$ cat config.mk
export PLATFORM = sky130hd
export DESIGN_NAME = anffl_tex_coorddenorm2d
export DESIGN_NICKNAME = d
export VERILOG_FILES = /design/src/rtl/anffl_tex_coorddenorm2d.sv
export SDC_FILE = /design/constraint.sdc
export NUM_CORES = 1
export LEC_CHECK = 0
export BUFFER_PORTS_ARGS = -buffer_cell sky130_fd_sc_hd__clkbuf_2
export CORE_UTILIZATION = 26
export CTS_BUF_LIST = sky130_fd_sc_hd__clkbuf_4
export DETAILED_ROUTE_END_ITERATION = 12
export GPL_TIMING_DRIVEN = 0
export HOLD_SLACK_MARGIN = 0.1
export PLACE_DENSITY = 0.54
export SKIP_CTS_REPAIR_TIMING = 1
export SLEW_MARGIN = 10
export SYNTH_ARGS = -nofsm -noshare
export SYNTH_HDL_FRONTEND = slang
export SYNTH_SLANG_ARGS = --single-unit
$ cat constraint.sdc
create_clock -name clk -period 3.7 [get_ports clk]
set_clock_uncertainty 0.05 [all_clocks]
set_input_delay 0.555 -clock clk [delete_from_list [all_inputs] [get_ports clk]]
set_output_delay 0.555 -clock clk [all_outputs]
set_load 0.05 [all_outputs]
$ cat src/rtl/anffl_tex_coorddenorm2d.sv
// Two-channel (U/V) texture coordinate denormalizer: signed fixed-point coordinate to
// power-of-two texel index with per-channel wrap/mirror/clamp, two-stage valid/ready pipeline.
module anffl_tex_coorddenorm2d #(
    parameter int COORD_W = 32,
    parameter int FRAC_W  = 16,
    parameter int EXP_W   = 4,
    parameter int MAX_EXP = 15,
    parameter int TAG_W   = 4
) (
    input  logic               clk,
    input  logic               rst,
    input  logic               in_valid,
    output logic               in_ready,
    input  logic [COORD_W-1:0] in_u,
    input  logic [COORD_W-1:0] in_v,
    input  logic [EXP_W-1:0]   in_exp_u,
    input  logic [EXP_W-1:0]   in_exp_v,
    input  logic [1:0]         in_mode_u,
    input  logic [1:0]         in_mode_v,
    input  logic [TAG_W-1:0]   in_tag,
    output logic               out_valid,
    input  logic               out_ready,
    output logic [MAX_EXP-1:0] out_idx_u,
    output logic [MAX_EXP-1:0] out_idx_v,
    output logic               out_oob_u,
    output logic               out_oob_v,
    output logic [TAG_W-1:0]   out_tag
);

    localparam int S_W = COORD_W + MAX_EXP;
    localparam int T_W = S_W - FRAC_W;
    localparam logic [MAX_EXP:0] ONE_L = 1;

    logic               s1_valid_q;
    logic               s2_valid_q;
    logic [TAG_W-1:0]   s1_tag_q;
    logic [TAG_W-1:0]   s2_tag_q;
    logic               s1_adv;
    logic               s2_adv;

    logic [COORD_W-1:0] coord  [2];
    logic [EXP_W-1:0]   exp_in [2];
    logic [1:0]         mode_in[2];

    assign coord[0]   = in_u;
    assign coord[1]   = in_v;
    assign exp_in[0]  = in_exp_u;
    assign exp_in[1]  = in_exp_v;
    assign mode_in[0] = in_mode_u;
    assign mode_in[1] = in_mode_v;

    assign s2_adv   = !s2_valid_q || out_ready;
    assign s1_adv   = !s1_valid_q || s2_adv;
    assign in_ready = s1_adv && !rst;

    genvar gi;
    generate
        for (gi = 0; gi < 2; gi++) begin : g_ch
            logic [EXP_W-1:0]      e_d;
            logic [EXP_W-1:0]      e_q;
            logic signed [S_W-1:0] s_d;
            logic [T_W-1:0]        t_d;
            logic [T_W-1:0]        t_q;
            logic                  oob_d;
            logic                  oob_q;
            logic [1:0]            mode_q;
            logic [MAX_EXP:0]      len_d;
            logic [MAX_EXP-1:0]    mask_d;
            logic [MAX_EXP-1:0]    t_lo_d;
            logic [MAX_EXP-1:0]    idx_d;
            logic [MAX_EXP-1:0]    idx_q;
            logic                  oob_out_q;

            // Sign-extend by MAX_EXP bits first so the scale-up by 2^e can never overflow.
            assign e_d   = (exp_in[gi] > EXP_W'(MAX_EXP)) ? EXP_W'(MAX_EXP) : exp_in[gi];
            assign s_d   = $signed({{MAX_EXP{coord[gi][COORD_W-1]}}, coord[gi]}) <<< e_d;
            assign t_d   = T_W'(s_d >>> FRAC_W);
            assign oob_d = t_d[T_W-1] | (|(t_d >> e_d));

            always_ff @(posedge clk or posedge rst) begin
                if (rst) begin
                    e_q    <= '0;
                    mode_q <= '0;
                    t_q    <= '0;
                    oob_q  <= 1'b0;
                end else if (s1_adv && in_valid) begin
                    e_q    <= e_d;
                    mode_q <= mode_in[gi];
                    t_q    <= t_d;
                    oob_q  <= oob_d;
                end
            end

            assign len_d  = ONE_L << e_q;
            assign mask_d = MAX_EXP'(len_d - ONE_L);
            assign t_lo_d = t_q[MAX_EXP-1:0];

            // Mirror: when bit e of t is set we are in the reflected half, and 2L-1-p
            // reduces to the bitwise complement of the low e bits.
            always_comb begin
                idx_d = t_lo_d & mask_d;
                case (mode_q)
                    2'b01: begin
                        if (t_q[e_q]) begin
                            idx_d = ~t_lo_d & mask_d;
                        end
                    end
                    2'b10: begin
                        if (t_q[T_W-1]) begin
                            idx_d = '0;
                        end else if (oob_q) begin
                            idx_d = mask_d;
                        end
                    end
                    default: begin
                    end
                endcase
            end

            always_ff @(posedge clk or posedge rst) begin
                if (rst) begin
                    idx_q     <= '0;
                    oob_out_q <= 1'b0;
                end else if (s2_adv && s1_valid_q) begin
                    idx_q     <= idx_d;
                    oob_out_q <= oob_q;
                end
            end
        end
    endgenerate

    always_ff @(posedge clk or posedge rst) begin
        if (rst) begin
            s1_valid_q <= 1'b0;
            s1_tag_q   <= '0;
        end else if (s1_adv) begin
            s1_valid_q <= in_valid;
            if (in_valid) begin
                s1_tag_q <= in_tag;
            end
        end
    end

    always_ff @(posedge clk or posedge rst) begin
        if (rst) begin
            s2_valid_q <= 1'b0;
            s2_tag_q   <= '0;
        end else if (s2_adv) begin
            s2_valid_q <= s1_valid_q;
            if (s1_valid_q) begin
                s2_tag_q <= s1_tag_q;
            end
        end
    end

    assign out_valid = s2_valid_q;
    assign out_tag   = s2_tag_q;
    assign out_idx_u = g_ch[0].idx_q;
    assign out_idx_v = g_ch[1].idx_q;
    assign out_oob_u = g_ch[0].oob_out_q;
    assign out_oob_v = g_ch[1].oob_out_q;

endmodule

Word level (Yosys, flattened, before mapping)
Cells that the tools add are included.
{ "totals": {"inputBits": 84, "rom_bits": 0, "out_inout_bits": 38, "latchBits": 0, "regBits": 118, "ramBits": 0, "elab_cells": 66, "mem_count": 0} }
{ "classes": {"mul": 0, "div_mod_pow": 0, "eq_ne": 4, "n_reduce_logical": 12, "magnitude_cmp": 4, "n_bitwise": 8, "mux": 14, "shifts": 6, "n_addsub": 2} }
{ "ops": {"columns": ["cell", "n"], "rows": [
  ["32-bit by 4-bit <<< shifter with 47-bit output", 2],
  ["15-bit two-way mux", 6],
  ["31-bit OR reduction", 2],
  ["31-bit by 4-bit >> shifter with 31-bit output", 2],
  ["15-bit AND", 4],
  ["15-bit one-hot mux with 2 select lines", 2],
  ["15-bit inverter", 2],
  ["1-bit by 4-bit left shift with 15-bit output (first input constant)", 2],
  ["15-bit by 1-bit subtractor with 15-bit output (second input constant)", 2],
  ["4-bit by 6-bit < comparator with 1-bit output (second input constant)", 2],
  ["1-bit binary-select mux with 4-bit select", 2],
  ["4-bit greater-than comparator (second input constant)", 2],
  ["4-bit two-way mux", 2],
  ["2-bit by 1-bit == test with 1-bit output (second input constant)", 2],
  ["2-bit == test (second input constant)", 2],
  ["2-bit AND reduction", 2],
  ["1-bit logical AND", 3],
  ["1-bit zero test", 3],
  ["1-bit logical OR", 2],
  ["1-bit two-way mux", 2],
  ["1-bit OR", 2]
]} }

Depth between registers and ports, before layout
{ "depth": {"ltp_word": 6, "depth_mapped": 13, "depth_no_buf": 10} }

Worst setup path before layout
No wires, ideal clock.
{ "synth_path": {"path_kind": "input -> output", "start": "in rst", "end": "out in_ready", "path_slack_ns": 0.035, "required_ns": 3.095, "path_buffers": 0, "cell_stages": 2, "t_arrival_ns": 3.060, "cell_sequence": "inv_1 and2_1"} }
{ "synth_via": {"elab_chain_len": 2} }
{ "synth_rtl": {"columns": ["element", "line", "text"], "rows": [
  ["from (decl)", "11", "input logic rst,"],
  ["1-bit zero test (no line)", null, null],
  ["1-bit logical AND", "54", "assign in_ready = s1_adv && !rst;"],
  ["to (decl)", "13", "output logic in_ready,"]
]} }
Every way passes these cells.

Final worst setup path
{ "layout_path": {"start": "in in_exp_u[0]", "end": "reg g_ch[0].oob_q"} }
{ "layout_via": {"elab_chain_len": 6} }
{ "layout_rtl": {"columns": ["element", "line", "text"], "rows": [
  ["from (decl)", "16", "input logic [EXP_W-1:0] in_exp_u,"],
  ["4-bit greater-than comparator", "75", "assign e_d = (exp_in[gi] > EXP_W'(MAX_EXP)) ? EXP_W'(MAX_EXP) : exp_in[gi];"],
  ["4-bit two-way mux (*)", "75", null],
  ["32-bit by 4-bit <<< shifter with 47-bit output", "76", "assign s_d = $signed({{MAX_EXP{coord[gi][COORD_W-1]}}, coord[gi]}) <<< e_d;"],
  ["31-bit by 4-bit >> shifter with 31-bit output", "78", "assign oob_d = t_d[T_W-1] | (|(t_d >> e_d));"],
  ["31-bit OR reduction", "78", null],
  ["1-bit OR (*)", "78", null],
  ["to (signal assigned)", "90", "oob_q <= oob_d;"],
  ["to (decl)", "65", "logic oob_q;"]
]} }
Every way passes the cells marked *; elsewhere a longest branch is shown, timed or not.
A chain may end at the register's enable or synchronous reset.

==> impl_metrics.prom <==
# TYPE chip_impl_metric gauge
chip_impl_metric{name="area_growth_syn_to_layout",unit="%"} 14.9
chip_impl_metric{name="globalRoute.totalOverflow",unit=""} 0
chip_impl_metric{name="port_buffers",unit=""} 114
chip_impl_metric{name="cellLeakagePower",unit="uW"} 0.00418
chip_impl_metric{name="achievable-frequency",unit="MHz"} 300
chip_impl_metric{name="synth.lib_cells_used.distinct",unit=""} 71
chip_impl_metric{name="post_synth_inst_count",unit=""} 1025
chip_impl_info{name="reg2reg_from",value="g_ch[0].e_q[0]$_DFFE_PP0P_"} 1
chip_impl_metric{name="worstSkewPairLatency",unit="ns"} 0.50
chip_impl_metric{name="drv.max_cap_violation_count",unit=""} 0
chip_impl_metric{name="core.rowCount",unit=""} 67
chip_impl_metric{name="fillcell_total",unit=""} 3599
chip_impl_info{name="worst-setup-path-type",value="primary input to register"} 1
chip_impl_metric{name="synth_seq_area_share",unit="%"} 25.0
chip_impl_metric{name="vias_in_the_first_global_route",unit=""} 8634
chip_impl_metric{name="fp.dieArea",unit="um^2"} 35400
chip_impl_metric{name="timing.setup.tns",unit="ns"} 0
chip_impl_metric{name="synth_edf_count",unit=""} 0
chip_impl_metric{name="critPathMaxFanout",unit=""} 10
chip_impl_info{name="cell_chosen_for_the_clock_root",value="sky130_fd_sc_hd__clkbuf_4"} 1
chip_impl_metric{name="design.portCount",unit=""} 122
chip_impl_metric{name="timing.critical_path.required",unit="ns"} 4.02
chip_impl_metric{name="detail_route.first_pass.iterations",unit=""} 6
chip_impl_metric{name="cell_area_after_synthesis",unit="um^2"} 9010
chip_impl_metric{name="finalWirelength",unit="um"} 32700
chip_impl_metric{name="setup_viol",unit=""} 0
chip_impl_info{name="netlist.top_cell.by_area",value="sky130_fd_sc_hd__dfrtp_1"} 1
chip_impl_metric{name="cts_made_buffers",unit=""} 9
chip_impl_metric{name="starting_density",unit="%"} 26.7
chip_impl_metric{name="core_area",unit="um^2"} 33800
chip_impl_metric{name="drt_iter0_drc",unit=""} 1044
chip_impl_metric{name="grt_use_total",unit="%"} 18.4
chip_impl_metric{name="fin_ws",unit="ns"} 0.364
chip_impl_metric{name="fraction_of_final_layout_cells_with_drive_strength_greater_than_1",unit="%"} 24.4
chip_impl_metric{name="wl_per_cell",unit="um"} 20.3
chip_impl_metric{name="antenna_found_initial",unit=""} 2
chip_impl_info{name="grt-busiest-layer",value="met1"} 1
chip_impl_metric{name="detail_route.vias_per_cell",unit=""} 5.59
chip_impl_metric{name="floorplan.die.height",unit="um"} 188
chip_impl_metric{name="timing.final.max_slew_violations",unit=""} 0
chip_impl_info{name="synth.cells.most_frequent",value="sky130_fd_sc_hd__nand2_1, sky130_fd_sc_hd__dfrtp_1, sky130_fd_sc_hd__o21ai_0"} 1
chip_impl_metric{name="place_hpwl",unit="um"} 25500
chip_impl_metric{name="synth.avg_cell_area",unit="um^2"} 8.79
chip_impl_metric{name="ys_warn_count",unit=""} 0
chip_impl_info{name="ys_dominant_reg_cell",value="sky130_fd_sc_hd__dfrtp_1"} 1
chip_impl_metric{name="drtAntennaViolNets",unit=""} 0
chip_impl_metric{name="r2r_slack",unit="ns"} 0.55
chip_impl_info{name="status",value="completed"} 1
chip_impl_metric{name="mappedNetlistNets",unit=""} 1115
chip_impl_metric{name="final.period_utilization",unit="%"} 90.2
chip_impl_metric{name="worst_ir_drop_vdd",unit="V"} 0.000220
chip_impl_metric{name="fin_worst_hold_slack",unit="ns"} 0.217
chip_impl_metric{name="synth_async_reset_ratio",unit="%"} 100
chip_impl_info{name="cts_tree",value="built"} 1
chip_impl_metric{name="grt_max_degree",unit=""} 54
chip_impl_metric{name="max_slew.worst_pin.slew",unit="ns"} 0.734
chip_impl_metric{name="place_congestion",unit=""} 0.912
chip_impl_info{name="post-synth-top-count-cell",value="sky130_fd_sc_hd__nand2_1"} 1
chip_impl_metric{name="design.final.nets",unit=""} 1242
chip_impl_info{name="cp-end-kind",value="register"} 1
chip_impl_metric{name="drc",unit=""} 0
chip_impl_metric{name="place_worst_setup_slack",unit="ns"} -0.160
chip_impl_metric{name="ff2ff_path_depth",unit=""} 8
chip_impl_info{name="hp-class",value="primary input to register"} 1
chip_impl_metric{name="cts_max_level",unit=""} 3
chip_impl_metric{name="cts.clk_slew.worst_paths",unit="ns"} 0.18
chip_impl_metric{name="max-clock-path-buffers",unit=""} 2
chip_impl_metric{name="period_minus_slack",unit="ns"} 3.34
chip_impl_metric{name="powerDensity",unit="nW/um^2"} 395
chip_impl_metric{name="via_count",unit=""} 8996
chip_impl_metric{name="post-synth-top-area-fraction",unit="%"} 25.0
chip_impl_info{name="worst_setup_path_start_kind",value="primary input"} 1
chip_impl_info{name="grt_setup_unrepaired",value="no"} 1
chip_impl_metric{name="fp.dieW",unit="um"} 188
chip_impl_metric{name="clock_sink_count",unit=""} 90
chip_impl_metric{name="number_of_flip_flops_and_latches_in_the_synthesized_netlist",unit=""} 90
chip_impl_info{name="r2r-end",value="out_idx_u[4]$_DFFE_PP0P_"} 1
chip_impl_metric{name="grt.met1_usage",unit="%"} 28.1
chip_impl_info{name="setup.worst_path.end",value="g_ch[0].oob_q$_DFFE_PP0P_"} 1
chip_impl_metric{name="critical_path_arrival",unit="ns"} 3.65
chip_impl_metric{name="finalHoldViolCount",unit=""} 0
chip_impl_info{name="netlist_top_cells_area",value="sky130_fd_sc_hd__dfrtp_1, sky130_fd_sc_hd__mux4_2, sky130_fd_sc_hd__nand2_1, sky130_fd_sc_hd__mux2i_1, sky130_fd_sc_hd__mux2_2"} 1
chip_impl_metric{name="met2_usage",unit="%"} 26.1
chip_impl_metric{name="groute.layer.met3.usage",unit="%"} 3.50
chip_impl_metric{name="grt_first_pass_wirelength",unit="um"} 51800
chip_impl_metric{name="worst_slew_margin_rel",unit="%"} 51.0
chip_impl_info{name="worst_setup_path_startpoint",value="in_exp_u[0]"} 1
[report_power, final]
| part | internal (uW) | total [uW] | switching, uW |
|---|---|---|---|
| logic | 731 | 2120 | 1390 |
| registers | 1180 | 1340 | 166 |
| clock network | 225 | 624 | 399 |
[cell type report]
class / count / area, um^2 / share of cell area, %
clock buffers: 9 / 67.6 / 0.653
repair buffers: 116 / 608 / 5.87
flip-flops and latches: 90 / 2250 / 21.8
well taps: 448 / 561 / 5.42
diodes: 3 / 7.51 / 0.0725
clock inverters: 7 / 93.8 / 0.907
plain buffers: 97 / 427 / 4.12
multi-input cells: 819 / 6260 / 60.5
inverters: 19 / 73.8 / 0.713
[cell families after synthesis]
kind of cell	after synthesis	synth area share, %
AOI/OAI and AO/OA	298	20.9
xor gates and xnor gates	2	0.194
adders and majority gates	6	0.833
buffers and inverters	116	5.53
DFF	90	25.0
muxes	188	32.2
and+or+nand+nor	325	15.3
[how the worst min path moves through the flow]
stage | end | cells past startpoint | startpoint
3_5_place_dp | out_idx_u[3]$_DFFE_PP0P_ | 2 | out_idx_u[3]$_DFFE_PP0P_
2_1_floorplan | g_ch[0].t_q[15]$_DFFE_PP0P_ | 2 | g_ch[0].t_q[15]$_DFFE_PP0P_
6_report | s1_tag_q[1]$_DFFE_PP0P_ | 2 | in_tag[1]
4_1_cts | g_ch[0].mode_q[0]$_DFFE_PP0P_ | 2 | rst
3_3_place_gp | out_idx_v[6]$_DFFE_PP0P_ | 2 | out_idx_v[6]$_DFFE_PP0P_
5_1_grt | s1_tag_q[0]$_DFFE_PP0P_ | 2 | in_tag[0]
[critical path, stage by stage]
cell and delay (ns):
sky130_fd_sc_hd__clkbuf_2 0.14, sky130_fd_sc_hd__buf_6 0.19, sky130_fd_sc_hd__buf_12 0.16, sky130_fd_sc_hd__buf_4 0.22
sky130_fd_sc_hd__buf_4 0.24, sky130_fd_sc_hd__buf_4 0.26, sky130_fd_sc_hd__mux2i_1 0.21, sky130_fd_sc_hd__mux2i_1 0.09
sky130_fd_sc_hd__a222oi_1 0.58, sky130_fd_sc_hd__nand3_1 0.17, sky130_fd_sc_hd__nor2_1 0.15, sky130_fd_sc_hd__a31oi_1 0.12
sky130_fd_sc_hd__a2111oi_0 0.41, sky130_fd_sc_hd__o22ai_1 0.16
[stage by stage]
step	area (um^2)	utilization [%]	total power (uW)	cells
after global placement	10100	30.0	3430	1587
after CTS	10300	30.6	4100	1604
after global routing	10300	30.6	4360	1606
final	10400	30.6	4080	1608
after floorplan	9010	-	2820	1025
after detailed placement	10200	30.1	3450	1588
[state kept, by name, indices dropped and copies added (netlist names)]
signal,count
out_valid,1
s1_tag_q,4
s1_valid_q,1
g_ch.t_q,34
out_oob_v,1
g_ch.mode_q,4
g_ch.oob_q,2
out_oob_u,1
out_idx_u,15
out_idx_v,15
g_ch.e_q,8
out_tag,4
[cell usage in the layout (no fill, tap or decap), types with 6 or more instances in the layout]
| cell | count |
|---|---|
| sky130_fd_sc_hd__a211oi_1 | 14 |
| sky130_fd_sc_hd__mux2_2 | 48 |
| sky130_fd_sc_hd__clkbuf_4 | 9 |
| sky130_fd_sc_hd__ha_1 | 6 |
| sky130_fd_sc_hd__o31ai_1 | 10 |
| sky130_fd_sc_hd__mux2i_1 | 59 |
| sky130_fd_sc_hd__clkbuf_2 | 115 |
| sky130_fd_sc_hd__and3_1 | 6 |
| sky130_fd_sc_hd__clkbuf_1 | 57 |
| sky130_fd_sc_hd__o41ai_1 | 17 |
| sky130_fd_sc_hd__nor2b_1 | 8 |
| sky130_fd_sc_hd__o22ai_1 | 7 |
| sky130_fd_sc_hd__nor2_1 | 78 |
| sky130_fd_sc_hd__buf_1 | 17 |
| sky130_fd_sc_hd__mux4_2 | 69 |
| sky130_fd_sc_hd__nor3_1 | 11 |
| sky130_fd_sc_hd__dfrtp_1 | 90 |
| sky130_fd_sc_hd__inv_1 | 13 |
| sky130_fd_sc_hd__buf_2 | 15 |
| sky130_fd_sc_hd__nand2b_1 | 11 |
| sky130_fd_sc_hd__o211ai_1 | 6 |
| sky130_fd_sc_hd__o21ai_0 | 86 |
| sky130_fd_sc_hd__nand2_1 | 175 |
| sky130_fd_sc_hd__a31oi_1 | 10 |
| sky130_fd_sc_hd__nand3_1 | 13 |
| sky130_fd_sc_hd__a21oi_1 | 85 |
| sky130_fd_sc_hd__a22o_1 | 6 |
[routing by layer]
layer,wire [um],vias up,share of wire [%]
li1,-,4132,-
met1,15800,4353,48
met2,13600,464,42
met3,2630,47,8.0
met4,646,0,2.0
met5,0,-,0
(Power assumes the default switching activity.)
